[config.mk]
export PLATFORM = sky130hd
export DESIGN_NAME = sd_read_ctrl
export DESIGN_NICKNAME = d
export VERILOG_FILES = /design/src/rtl/sd_read_ctrl.sv
export SDC_FILE = /design/constraint.sdc
export NUM_CORES = 1
export LEC_CHECK = 0
export ABC_CLOCK_PERIOD_IN_PS = 3550
export CAP_MARGIN = 20
export CORE_ASPECT_RATIO = 0.75
export CORE_MARGIN = 2
export CORE_UTILIZATION = 30
export DETAILED_ROUTE_END_ITERATION = 10
export DONT_BUFFER_PORTS = 1
export SYNTH_ARGS = -nofsm -noshare
export SYNTH_HDL_FRONTEND = slang
export SYNTH_SLANG_ARGS = --single-unit
[constraint.sdc]
create_clock -name clk -period 3.55 [get_ports clk]
set_clock_uncertainty 0.2 [all_clocks]
set_input_delay 0.71 -clock clk [delete_from_list [all_inputs] [get_ports clk]]
set_output_delay 0.71 -clock clk [all_outputs]
set_load 0.1 [all_outputs]
[src/rtl/sd_read_ctrl.sv]
// SD file reader supervisor: reset sequencing, hang detection with retry,
// and a first-word fall-through byte FIFO toward the consumer.
module sd_read_ctrl #(
    parameter int          RST_CYCLES     = 1000,
    parameter int          TIMEOUT_CYCLES = 1 << 24,
    parameter int          MAX_RETRY      = 3,
    parameter logic [3:0]  DONE_STAT      = 4'd15,
    parameter int          FIFO_DEPTH     = 16
) (
    input  logic        clk,
    input  logic        rstn,
    input  logic        start,
    output logic        reader_rstn,
    input  logic [3:0]  card_stat,
    input  logic        file_found,
    input  logic        outen,
    input  logic [7:0]  outbyte,
    output logic        m_valid,
    output logic [7:0]  m_data,
    input  logic        m_ready,
    output logic        busy,
    output logic        done,
    output logic [1:0]  err_code,
    output logic [1:0]  retry_cnt,
    output logic        overflow,
    output logic [23:0] byte_cnt
);

    localparam int AW = $clog2(FIFO_DEPTH);
    localparam int HW = $clog2(RST_CYCLES + 1);
    localparam int TW = $clog2(TIMEOUT_CYCLES + 1);

    typedef enum logic [2:0] {
        S_IDLE,
        S_HOLD,
        S_RUN,
        S_DONE,
        S_FAIL
    } state_t;

    state_t        state, state_n;
    logic [HW-1:0] hold_cnt;
    logic [TW-1:0] timer;
    logic [3:0]    prev_stat;

    logic          start_ok;
    logic          timeout;
    logic          retry_inc;
    logic          set_err;
    logic [1:0]    err_n;

    logic [7:0]    mem [FIFO_DEPTH];
    logic [AW:0]   wptr, rptr;
    logic          empty, full;
    logic          run, push, pop, drop;

    assign run         = (state == S_RUN);
    assign reader_rstn = run;
    assign busy        = (state == S_HOLD) || run;
    assign done        = (state == S_DONE);

    assign empty   = (wptr == rptr);
    assign full    = (wptr[AW] != rptr[AW]) &&
                     (wptr[AW-1:0] == rptr[AW-1:0]);
    assign m_valid = !empty;
    assign m_data  = mem[rptr[AW-1:0]];
    assign pop     = m_valid && m_ready;
    assign push    = run && outen && (!full || pop);
    assign drop    = run && outen && full && !pop;

    assign start_ok = start &&
                      (state == S_IDLE || state == S_DONE || state == S_FAIL);
    assign timeout  = run && (timer == TW'(TIMEOUT_CYCLES));

    always_comb begin
        state_n   = state;
        retry_inc = 1'b0;
        set_err   = 1'b0;
        err_n     = err_code;
        unique case (state)
            S_IDLE, S_DONE, S_FAIL: begin
                if (start) state_n = S_HOLD;
            end
            S_HOLD: begin
                if (hold_cnt == HW'(RST_CYCLES - 1)) state_n = S_RUN;
            end
            S_RUN: begin
                // End-of-file status wins over a coincident timeout
                if (card_stat == DONE_STAT) begin
                    if (file_found) begin
                        state_n = S_DONE;
                    end else begin
                        state_n = S_FAIL;
                        set_err = 1'b1;
                        err_n   = 2'd2;
                    end
                end else if (timeout) begin
                    if (byte_cnt != '0) begin
                        state_n = S_FAIL;
                        set_err = 1'b1;
                        err_n   = 2'd3;
                    end else if (retry_cnt < 2'(MAX_RETRY)) begin
                        state_n   = S_HOLD;
                        retry_inc = 1'b1;
                    end else begin
                        state_n = S_FAIL;
                        set_err = 1'b1;
                        err_n   = 2'd1;
                    end
                end
            end
            default: state_n = S_IDLE;
        endcase
    end

    always_ff @(posedge clk or negedge rstn) begin
        if (!rstn) begin
            state     <= S_IDLE;
            hold_cnt  <= '0;
            timer     <= '0;
            prev_stat <= '0;
        end else begin
            state     <= state_n;
            prev_stat <= card_stat;
            hold_cnt  <= (state == S_HOLD) ? hold_cnt + HW'(1) : '0;
            if (!run || card_stat != prev_stat || outen)
                timer <= '0;
            else
                timer <= timer + TW'(1);
        end
    end

    always_ff @(posedge clk or negedge rstn) begin
        if (!rstn) begin
            retry_cnt <= '0;
            err_code  <= '0;
            overflow  <= 1'b0;
            byte_cnt  <= '0;
            wptr      <= '0;
            rptr      <= '0;
        end else if (start_ok) begin
            retry_cnt <= '0;
            err_code  <= '0;
            overflow  <= 1'b0;
            byte_cnt  <= '0;
            wptr      <= '0;
            rptr      <= '0;
        end else begin
            if (retry_inc) retry_cnt <= retry_cnt + 2'd1;
            if (set_err)   err_code  <= err_n;
            if (drop)      overflow  <= 1'b1;
            if (push && byte_cnt != '1) byte_cnt <= byte_cnt + 24'd1;
            if (push) wptr <= wptr + 1'b1;
            if (pop)  rptr <= rptr + 1'b1;
        end
    end

    // Storage carries no reset; validity is tracked by the pointers
    always_ff @(posedge clk) begin
        if (push) mem[wptr[AW-1:0]] <= outbyte;
    end

endmodule

Word-level counts from Yosys, hierarchy flattened. Memory sizes are Yosys's and may differ from the RTL's. Cells that the tools add are included.

Bits in registers: 81. RAM bits: 128. Input bits: 18. Output and inout port bits: 41. Memories: 1.

Memories: mem (depth 16, width 8, rd ports 1, clocked after Yosys merged registers in 0, write ports 1, RTL line 52) `logic [7:0] mem [FIFO_DEPTH];`.

Add/sub/neg operators: 6. $lt $le $gt $ge: 1. Eq/ne operators: 17. Multiplexer cells: 41. Reductions and logical operators: 32.

Operator list (count): $mux W24 (2); $add A25 B1 Y25 const B (1); $eq A25 B25 Y1 const B (1); $mux W25 (1); $add A24 B1 Y24 const B (1); $ne A24 B24 Y1 const B (1); $reduce_bool A24 Y1 (1); $mux W3 (7); $mux W2 (10); $mux W5 (4); $mux W1 (15); $reduce_bool A2 Y1 (7); $add A10 B1 Y10 const B (1); $add A5 B1 Y5 const B (2); $eq A10 B10 Y1 const B (1); $mux W10 (1); $logic_and A1 B1 Y1 (9); $pmux W3 S3 (1); $eq A3 B2 Y1 const B (2); $logic_or A1 B1 Y1 (6); $eq A5 B5 Y1 (1); $reduce_and A5 Y1 (1); $eq A4 B4 Y1 (1); $eq A4 B4 Y1 const B (1); 16 further kinds (19).

Longest topological paths before layout.
Depth after elaboration: 8. Gate-level depth with buffers: 9. Gate-level depth less buffers: 7.

Worst setup path after synthesis. No wires, ideal clock.

Path kind: register -> register. Start: reg state[0]. End: mem mem[0][0], enable pin. Setup time: 0.398 ns. Arrival: 2.602 ns. Data required time: 2.952 ns. Slack: 0.351 ns. Cell stages (with the launch flop): 9. Period minus slack after synthesis: 3.199 ns. Cell sequence: dfrtp_1 -> nor2_1 -> nand2_1 -> inv_2 -> and2_4 -> o21ai_4 -> buf_6 -> buf_6 -> nor4b_1.

Longest elaborated chain between the ends: 5.

RTL lines: start, declared (RTL line 41) `state_t state, state_n;`; start signal, assigned (RTL line 123) `state <= state_n;`; $eq A3 B2 Y1 (RTL line 57) `assign run = (state == S_RUN);`; net reader_rstn (RTL line 13) `output logic reader_rstn,`; $logic_and A1 B1 Y1 (2 in series) (RTL line 68) `assign push = run && outen && (!full || pop);`; $mux W1 (RTL line 160) `if (push) mem[wptr[AW-1:0]] <= outbyte;`; $mux W1 (not written as such) (RTL line 160); end, declared (RTL line 52).

The timed path passes the listed nets, and every way through them passes these cells.

Final worst setup path.
Start: reg rptr[0]. End: out m_data[1].

Longest elaborated chain between the ends: 1.

RTL lines: start, declared (RTL line 53) `logic [AW:0] wptr, rptr;`; start signal, assigned (RTL line 154) `if (pop) rptr <= rptr + 1'b1;`; $mem_v2 Z16 W8; end, declared (RTL line 19) `output logic [7:0] m_data,`.

No other way between the ends.

==> metrics list <==
- The die is 209 microns wide.
- Warnings, synthesis: 0
- IR analysis of the VDD net gives a maximum drop of a little under 0.0005 V.
- Across the run, the number of max-cap violations was 0.
- Required time at the endpoint of the critical path: 2.64 ns
- The via count of the first global-routing pass is between 5,000 and 6,000.
- TritonCTS built the clock tree.
* Worst min-delay path startpoint: outbyte[0]
* Highest clock rate: 294 MHz
* Share of cells above drive strength 1: 21.0%
* Post-synthesis cell count: 655
* Launching element type of the critical path: register
- Most frequent cells in the layout: 128 x sky130_fd_sc_hd__edfxtp_1, 80 x sky130_fd_sc_hd__dfrtp_1, 53 x sky130_fd_sc_hd__buf_4
- After layout, the worst path uses 95.7% of the clock period.
- Hold_ws: between 0.07 and 0.08 ns
- GRT overflow: 0
- In this run the count of I/O pins placed on the die edge is 59.
- Dividing the detail-routed wire length by the instance count gives 18.0 microns.
- The routed layout has 5,641 vias.
- The critical path goes through buf_4 -> mux4_2 -> mux4_2 -> buf_4.
- Setup violations, final: 0
* Number of nets in the finished design: about 740
- Routed wire length: 20.4 mm
- The total count of max-transition violations in the final report is 0.
- Count of different cell masters after synthesis: 65
- Along the worst path, the maximum fanout reaches 16.
* Slew of the pin with the lowest slew margin: 1.07 ns
* Clk slew on worst S/H paths: 0.06 ns
- Counting the buffers created by CTS gives 23.
- Final design utilization: 35.7%
* HPWL after detailed placement: 13.1 mm
- Area Growth Syn to Fin: 18.1%
* Max-Slew Margin vs Limit: roughly 28%
- In this run the cell area of the synthesized design comes to 9410 sq um.
- Worst skew pair latency: 0.53 ns
* Die Outline Area: between 30,000 and 40,000 sq um
- On the critical path, the stage with the largest delay is an instance of sky130_fd_sc_hd__mux4_2.
- The initial utilization of the core area, before any placement, comes to between 30% and 40%.
* Power density cells: 701 nW/um^2
- The first routing iteration left 406 violations.
- After clock tree synthesis, the setup repair step added 0 buffers.
- The first global-routing pass estimated 32.0 mm of wire.
- FFs w/ async S/R, synth: approximately 39%
- For this run, the register share of the synthesized area comes to between 60% and 70%.
* Time the worst path needs with I/O delays and setup: between 3 and 4 ns
- Post-Route Setup TNS: 0 ns
- After synthesis the netlist holds a flip-flop and latch count of 209.
- Crit path arrival time: 2.49 ns
- Counting along the longest clock path gives a buffer depth of 3.
- The min-delay analysis places its worst path in the category in2reg.
- In this design, the stage delay of the slowest critical-path cell is around 0.54 ns.
- Setup repair after global routing left no endpoint under its margin.
- Final antenna-violating net count: 0
- In the routed design, unresolved DRC markers number 0.
- Leaving out fill and tap cells, the most frequent cell in the layout is sky130_fd_sc_hd__edfxtp_1.
* Vertical extent of the die: 157 microns
* Antenna violations before repair: 0
* Endpoint kind of the worst setup timing path: output pin
* CTS H-tree lvls: 1
- GRT Total Usage: 12.5%
- Dividing the synthesized area by the synthesized cell count gives 14.4 sq um.
- Pin count of the biggest net entering global routing: 82
* Primary FF master, synth: sky130_fd_sc_hd__edfxtp_1
- For this design, the sink count on the clock tree is ~210.
- Leakage dissipation: about 4 nW
- Status: complete, no violations
- The first detailed-routing pass ran for 4 iterations.
- Post-synth EDFFs: about 130
- Type of the setup path with the least slack: reg2out
* Core region area: 31,100 sq um
- In the routed layout, each cell is associated on average with a via count of 4.97.
- Cell row count: 56
* Post-Syn Nets: 684
* Worst setup path startpoint: rptr[0]
- R2R Path Start: wptr[2]
- Placer's final routability congestion estimate: 0.781
- Port buffering added 0 buffers.
- The hold violation count in the final report came to 0.
- Clk root buf: sky130_fd_sc_hd__clkbuf_16
- Number of diodes: 0
power by group:
group	internal [mW]	total [mW]	leakage, nW	switching (mW)
clock network	1.49	2.47	0.374	0.980
registers	2.68	2.84	2.26	0.160
logic	0.858	2.48	1.35	1.63
total	5.03	7.80	3.99	2.77
registers in the layout, summed over array words and instances, names as in the netlist:
name       count
rptr           5
mem          128
prev_stat      4
err_code       2
overflow       1
state          3
byte_cnt      24
wptr           5
timer         25
retry_cnt      2
hold_cnt      10
area by class of cell:
class | instances | area (sq um)
tap | 406 | 508
multi-input combinational | 406 | 3370
clock inverter | 14 | 189
clock buffer | 28 | 594
fill | 2978 | 20000
inverter | 10 | 37.5
sequential | 209 | 5870
timing repair buffer | 63 | 547
cells by family (layout without fill, tap and decap cells):
logic type / after synthesis / count (layout) / synth area share, %
AO/OA/AOI/OAI: 73 / 73 / 5.54
XOR/XNOR: 41 / 41 / 3.81
adder cells (fa/ha/maj): 11 / 11 / 1.46
buffers and inverters: 40 / 115 / 2.09
flip-flops: 209 / 209 / 62.4
multiplexers: 50 / 50 / 10.6
AND/OR/NAND/NOR: 231 / 231 / 14.1
synth_stat cells, drive strengths merged, types with 3 or more instances:
cell | number | area [sq um]
nand2b | 5 | 31.3
o2111ai | 3 | 43.8
a31oi | 5 | 31.3
nor4b | 7 | 61.3
and2 | 11 | 71.3
nand3 | 26 | 130
nand2 | 35 | 131
edfxtp | 128 | 3840
nor3 | 9 | 45.0
mux2i | 9 | 90.1
clkbuf | 13 | 48.8
ha | 11 | 138
and3 | 15 | 100
o21a | 3 | 22.5
buf | 17 | 110
mux4 | 40 | 901
a21oi | 21 | 105
xnor2 | 19 | 166
nor3b | 6 | 45.0
o21ai | 11 | 66.3
nor2 | 47 | 179
nand4 | 16 | 115
or3 | 8 | 51.3
and4 | 13 | 118
or4 | 12 | 90.1
inv | 10 | 37.5
nor4 | 12 | 75.1
dfrtp | 81 | 2030
o21bai | 3 | 22.5
a41o | 3 | 30.0
o31ai | 11 | 82.6
xor2 | 22 | 193
critical path: cells and delay by family, from the launching register on:
| kind | cells | cell delay (ns) |
|---|---|---|
| muxes | 2 | 1.06 |
| buffers and inverters | 2 | 0.54 |
| DFF | 1 | 0.36 |
worst paths after layout:
path,endpoint,slack (ns),cells after the start
max in group asynchronous,timer[5],2.25,2
setup / recovery,m_data[1],0.15,4
setup reg to reg,mem[15][7],0.76,4
hold reg to reg,hold_cnt[0],0.26,1
hold / removal,mem[1][0],0.08,0
min in group asynchronous,byte_cnt[19],0.52,2
per-stage QoR:
stage / area [sq um] / std cells / power, mW / setup slack, ns
finish: 11100 / 1136 / 7.80 / 0.151
global route: 11100 / 1136 / 8.13 / 0.0526
CTS: 11100 / 1136 / 7.89 / 0.0733
detailed placement: 10300 / 1088 / 5.36 / 0.629
global placement: 10300 / 1088 / 5.34 / 0.665
floorplan: 9410 / 655 / 4.79 / 0.351
per-layer routing:
layer | vias to the layer above | global-route usage [%] | wire length [microns]
met3 | 30 | 2.77 | 1210
met1 | 2826 | 18.1 | 9870
met5 | - | 0 | 0
met2 | 116 | 18.9 | 8980
met4 | 0 | 3.20 | 353
li1 | 2669 | - | -
timing repair:
item | 4_1_cts | 5_1_grt
hold endpoints to repair | 85 | 0
resized for setup | 0 | 1
hold buffers | 6 | 0
setup endpoints to repair | 0 | 1
Power figures use the tool's default switching activity.
